$ cat src/rtl/e16_arb_pkg.sv
// Shared types, default widths and pointer helper for the e16 round-robin burst arbiter.
// Pure declarations: no logic, no latency, no backpressure.
package e16_arb_pkg;

  typedef enum logic {
    ARB_IDLE = 1'b0,
    ARB_XFER = 1'b1
  } arb_state_t;

  localparam int ARB_N_DEF   = 4;
  localparam int ARB_BLW_DEF = 4;

  function automatic int rr_next(input int ptr, input int n);
    return (ptr + 1) % n;
  endfunction

endpackage

$ cat src/rtl/e16_rr_pick.sv
// Combinational rotate-priority picker: first set request at or after ptr, wrapping N-1 -> 0.
// Zero latency; no backpressure, purely a function of request and ptr.
module e16_rr_pick #(
  parameter int N  = 4,
  parameter int IW = (N > 1) ? $clog2(N) : 1
) (
  input  logic [N-1:0]  request,
  input  logic [IW-1:0] ptr,
  output logic [N-1:0]  pick,
  output logic [IW-1:0] index,
  output logic          valid
);

  logic [2*N-1:0] rot_dbl;
  logic [N-1:0]   rot_req;
  logic [N-1:0]   fix_oh;
  logic [IW-1:0]  fix_idx;
  logic           found;
  logic [2*N-1:0] back_dbl;
  logic [IW:0]    idx_sum;

  // Rotate so that requester ptr lands on bit 0, then lowest-bit-wins.
  assign rot_dbl = {request, request} >> ptr;
  assign rot_req = rot_dbl[N-1:0];

  always_comb begin
    fix_oh  = '0;
    fix_idx = '0;
    found   = 1'b0;
    for (int i = 0; i < N; i++) begin
      if (!found && rot_req[i]) begin
        found     = 1'b1;
        fix_oh[i] = 1'b1;
        fix_idx   = IW'(i);
      end
    end
  end

  assign back_dbl = {fix_oh, fix_oh} << ptr;
  assign pick     = back_dbl[2*N-1:N];

  assign idx_sum = {1'b0, fix_idx} + {1'b0, ptr};
  assign index   = (idx_sum >= (IW+1)'(N)) ? IW'(idx_sum - (IW+1)'(N)) : IW'(idx_sum);
  assign valid   = found;

endmodule

$ cat src/rtl/e16_arbiter_rr_burst.sv
// Round-robin arbiter that locks the channel to one requester for a whole burst of req_len+1 beats.
// Grant one cycle after a request is seen in IDLE; out_wait or a dropped request stalls the burst, one IDLE bubble per burst.
module e16_arbiter_rr_burst
  import e16_arb_pkg::*;
#(
  parameter int N   = ARB_N_DEF,
  parameter int BLW = ARB_BLW_DEF,
  localparam int IW = (N > 1) ? $clog2(N) : 1
) (
  input  logic           clk,
  input  logic           nreset,
  input  logic           clk_en,
  input  logic [N-1:0]   request,
  input  logic [N*BLW-1:0] req_len,
  input  logic           out_wait,
  output logic [N-1:0]   grant,
  output logic [N-1:0]   arb_wait,
  output logic           busy,
  output logic [IW-1:0]  owner
);

  arb_state_t     state_q, state_d;
  logic [N-1:0]   grant_q, grant_d;
  logic [IW-1:0]  owner_q, owner_d;
  logic [IW-1:0]  rr_ptr_q, rr_ptr_d;
  logic [BLW-1:0] beat_cnt_q, beat_cnt_d;

  logic [N-1:0]   pick_oh;
  logic [IW-1:0]  pick_idx;
  logic           pick_vld;
  logic [BLW-1:0] win_len;
  logic           accept;

  e16_rr_pick #(.N(N), .IW(IW)) u_pick (
    .request (request),
    .ptr     (rr_ptr_q),
    .pick    (pick_oh),
    .index   (pick_idx),
    .valid   (pick_vld)
  );

  assign win_len = req_len[int'(pick_idx)*BLW +: BLW];
  assign accept  = (state_q == ARB_XFER) & clk_en & request[owner_q] & ~out_wait;

  always_comb begin
    state_d    = state_q;
    grant_d    = grant_q;
    owner_d    = owner_q;
    rr_ptr_d   = rr_ptr_q;
    beat_cnt_d = beat_cnt_q;
    case (state_q)
      ARB_IDLE: begin
        if (clk_en && pick_vld) begin
          state_d    = ARB_XFER;
          grant_d    = pick_oh;
          owner_d    = pick_idx;
          beat_cnt_d = win_len;
        end
      end
      ARB_XFER: begin
        if (accept) begin
          if (beat_cnt_q == '0) begin
            // Pointer moves only on burst completion, which bounds starvation to N-1 bursts.
            state_d  = ARB_IDLE;
            grant_d  = '0;
            rr_ptr_d = IW'(rr_next(int'(owner_q), N));
          end else begin
            beat_cnt_d = beat_cnt_q - 1'b1;
          end
        end
      end
      default: begin
        state_d = ARB_IDLE;
        grant_d = '0;
      end
    endcase
  end

  always_ff @(posedge clk) begin
    if (!nreset) begin
      state_q    <= ARB_IDLE;
      grant_q    <= '0;
      owner_q    <= '0;
      rr_ptr_q   <= '0;
      beat_cnt_q <= '0;
    end else begin
      state_q    <= state_d;
      grant_q    <= grant_d;
      owner_q    <= owner_d;
      rr_ptr_q   <= rr_ptr_d;
      beat_cnt_q <= beat_cnt_d;
    end
  end

  assign grant    = grant_q;
  assign busy     = (state_q == ARB_XFER);
  assign owner    = owner_q;
  assign arb_wait = request & ~(grant_q & ~{N{out_wait}});

endmodule

$ cat config.mk
export PLATFORM = sky130hd
export DESIGN_NAME = e16_arbiter_rr_burst
export DESIGN_NICKNAME = d
export VERILOG_FILES = /design/src/rtl/e16_arb_pkg.sv /design/src/rtl/e16_rr_pick.sv /design/src/rtl/e16_arbiter_rr_burst.sv
export SDC_FILE = /design/constraint.sdc
export NUM_CORES = 1
export LEC_CHECK = 0
export CORE_UTILIZATION = 40
export DETAILED_ROUTE_END_ITERATION = 10
export DONT_BUFFER_PORTS = 1
export GPL_TIMING_DRIVEN = 0
export SYNTH_ARGS = -nofsm -noshare
export SYNTH_HDL_FRONTEND = slang
export SYNTH_SLANG_ARGS = --single-unit
export TNS_END_PERCENT = 100
$ cat constraint.sdc
create_clock -name clk -period 3.1 [get_ports clk]
set_input_delay 0.93 -clock clk [delete_from_list [all_inputs] [get_ports clk]]
set_output_delay 0.93 -clock clk [all_outputs]
set_load 0.05 [all_outputs]
==> results of run 1 <==
## flip-flops by register name, indices dropped and copies added (netlist names)
register	cells
rr_ptr_q	2
busy	1
grant	4
owner	2
beat_cnt_q	4
## synthesized netlist by cell type (2+ instances only)
library cell               number  area, µm²
sky130_fd_sc_hd__a21boi_0       3       22.5
sky130_fd_sc_hd__a21oi_1       13       65.1
sky130_fd_sc_hd__a311oi_1       2       17.5
sky130_fd_sc_hd__a31oi_1        2       12.5
sky130_fd_sc_hd__and3_1         2       12.5
sky130_fd_sc_hd__buf_2          2       10.0
sky130_fd_sc_hd__buf_6          2       22.5
sky130_fd_sc_hd__clkbuf_1       4       15.0
sky130_fd_sc_hd__dfxtp_1       13        260
sky130_fd_sc_hd__ha_1           2       25.0
sky130_fd_sc_hd__inv_1          7       26.3
sky130_fd_sc_hd__mux2i_1       15        150
sky130_fd_sc_hd__nand2_1       12       45.0
sky130_fd_sc_hd__nand2b_1       4       25.0
sky130_fd_sc_hd__nand3_1       10       50.1
sky130_fd_sc_hd__nor2_1        10       37.5
sky130_fd_sc_hd__nor2_2         2       12.5
sky130_fd_sc_hd__nor3_1         9       45.0
sky130_fd_sc_hd__o211ai_1       2       15.0
sky130_fd_sc_hd__o21ai_0        4       20.0
sky130_fd_sc_hd__o22ai_1        2       12.5
sky130_fd_sc_hd__o311a_1        2       20.0
sky130_fd_sc_hd__o32ai_2        2       32.5
sky130_fd_sc_hd__xor2_1         2       17.5
## per-layer routing
layer  vias to the layer above  wire, µm  track usage [%]
li1                        584         -                -
met1                       557      1250             21.6
met2                        29      1470             34.1
met3                         2       149             5.44
met4                         0         9             4.88
met5                         -         0                0
## through the flow
step	hold slack (ns)	setup slack, ns	instances
6_report	0.585	0.0798	187
3_3_place_gp	0.566	0.00497	183
3_5_place_dp	0.575	0.0165	183
5_1_grt	0.654	0.0213	187
4_1_cts	0.584	0.0848	187
2_1_floorplan	0.538	0.177	152
## cell type report
class | count | share of cell area, %
Buffer | 9 | 4.32
Clock buffer | 4 | 2.06
Inverter | 8 | 2.36
Multi-Input combinational cell | 122 | 67.8
Sequential cell | 13 | 20.4
Tap cell | 31 | 3.05
## final timing paths
path	startpoint	to	slack (ns)	depth (start not counted)
worst max-delay path	request[0]	arb_wait[0]	0.08	2
worst min register to register	beat_cnt_q[1]	beat_cnt_q[1]	0.59	2
worst min-delay path	beat_cnt_q[1]	beat_cnt_q[1]	0.59	2
worst max register to register	rr_ptr_q[0]	beat_cnt_q[1]	0.34	9
## power by group through the flow
stage	combinational, mW	clock [mW]	sequential, mW
global placement	0.156	0	0.217
finish	0.159	0.108	0.214
detailed placement	0.159	0	0.218
CTS	0.159	0.113	0.214
floorplan	0.135	0	0.213
global route	0.176	0.120	0.216
## logic make-up (layout without fill, tap and decap cells)
logic type               count (synthesis)  count (layout)  synth area share [%]
buffers and inverters                   17              21                  7.04
AO/OA/AOI/OAI                           44              44                  28.9
AND/OR/NAND/NOR                         56              56                  23.1
flip-flops                              13              13                  21.5
multiplexers                            17              17                  15.2
adder cells (fa/ha/maj)                  2               2                  2.07
XOR/XNOR                                 3               3                  2.17
==> impl_metrics.yaml, run 1 <==
placement:
  place_hpwl_um: 2230
  io_buffers: 0
  placed_cell_area_um2: 1250
  gp_congestion: 0.831
clocking:
  clk-insertion-delay-late_ns: 0.28
  clk_transition_reported_paths_ns: 0.08
  post-cts-setup-buffer-count: 0
  ctsRootBufferMaster: "sky130_fd_sc_hd__clkbuf_4"
  clock_sinks: 13
  cts_tree: "built"
  ctsHoldBuffers: 0
  cts_repair_resized_insts: 0
  numCtsBuffers: 3
  cts.htree.levels: 1
  clock_tree.buffer_depth: 2
drt:
  detailroute.via_count: 1172
  post-route-drc-count: 4
  wirelength_um: 2880
  dr_pass1_iterations: 9
  wl_per_cell_um: 15.4
  detail-route-antenna-nets: 0
  avgViaCountPerCell: 6.27
  detail_route.iter0.violations: 42
cells_and_area:
  fillCellCount: 286
  area.sequential_um2: 260
  final_cell_mix: "sky130_fd_sc_hd__mux2i_1 (15), sky130_fd_sc_hd__a21oi_1 (13), sky130_fd_sc_hd__dfxtp_1 (13)"
  final_net_count: 183
  layout_cell_area_excl_fill_um2: 1270
  area_delta_synth_final_pct: 5.38
  multi_input_area_um2: 863
  finalCoreUtilization_pct: 45.4
  antenna-diode-count: 0
  final_layout_size_suffix_gt1_share_pct: 12.2
  commonest_non_fill_non_tap_cell_in_the_layout: "sky130_fd_sc_hd__mux2i_1"
setup_path:
  crit_path_end_kind: "output pin"
  cp_slowest_stage_delay_ns: 0.87
  crit_arrival_ns: 2.09
  worstPathCellList: "clkbuf_1, a21boi_1"
  timing.critical_path.required_ns: 2.17
  critical_path_peak_fanout: 10
  path_class: "primary input to output pin"
  worst_setup_path_start_kind: "primary input"
  buf_inv_stages_crit_path: 1
  cpLargestDelayFamily: "compound AO/OA/AOI/OAI gates"
  timing.critical_path.slowest_stage_cell: "sky130_fd_sc_hd__a21boi_1"
sta:
  clock_skew_ns: 0.00119
  maxSlewViolCount: 0
  post-route-min-period_ns: 3.02
  setup_violations: 0
  unrepaired_setup_endpoints_after_global_routing: "no"
  worstMarginPinSlew_ns: 1.03
  relSlewSlack_pct: 31.3
  min_period_over_period_pct: 97.4
  timing.fmax_mhz: 331
  setup-tns-final_ns: 0
  finalHoldViolCount: 0
power:
  p_int_uw: 294
  switching_share_pct: 38.8
  finalPower_uw: 481
  share_clk_of_total_power_pct: 22.4
  comb_power_share_pct: 33.1
  powerDensity_nw_per_um2: 377
  total_switching_power_uw: 186
  vdd.ir_drop.worst_mv: 0.210
  share_seq_of_total_power_pct: 44.5
  leakage_power_of_the_design_nw: 0.495
grt:
  maximum_number_of_pins_on_one_net_before_global_route_repair: 11
  grt_pass1_vias: 1099
  number_of_antenna_violations_at_the_first_check_in_global_routing: 0
  grt_first_pass_wirelength_um: 4810
  groute.usage.overall_pct: 18.8
  grt.overflow.total: 0
synthesis:
  mappedNetlistNets: 178
  synth_top_flop_cell: "sky130_fd_sc_hd__dfxtp_1"
  avgSynthCellArea_um2: 7.95
  ys_seq_area_share_pct: 21.5
  yosys_register_bits: 13
  async_reset_ff_share_pct: 0
  syn-instance-count: 152
  synth_cell_types: 48
  number_of_enable_flip_flop_cells_after_synthesis: 0
  synthesis.yosys.warnings: 0
  post_synth_instance_area_um2: 1210
status:
  outcome: "finished, violations left"
  failing_checks: "DRC"
floorplanning:
  floorplan.initialDensity_pct: 43.1
  fp-row-count: 19
  die_boundary_height_um: 57.0
  top_level_ports: 35
  floorplan.core_area_um2: 2810
  die_footprint_um2: 3250
  die_w_um: 57.0
job:
  maximum_capacitance_violations: 0
worst_hold_path:
  timing.hold.worst.class: "register to register"
No activity file was read; power rests on OpenSTA's default activity.
==> inputs of run 2 (changes only) <==
--- a/config.mk
+++ b/config.mk
@@ -9,6 +9,7 @@
 export DETAILED_ROUTE_END_ITERATION = 10
 export DONT_BUFFER_PORTS = 1
 export GPL_TIMING_DRIVEN = 0
+export SLEW_MARGIN = 10
 export SYNTH_ARGS = -nofsm -noshare
 export SYNTH_HDL_FRONTEND = slang
 export SYNTH_SLANG_ARGS = --single-unit
==> results of run 2 <==
Final layout, timing and power as in run 1 (identical DEF).
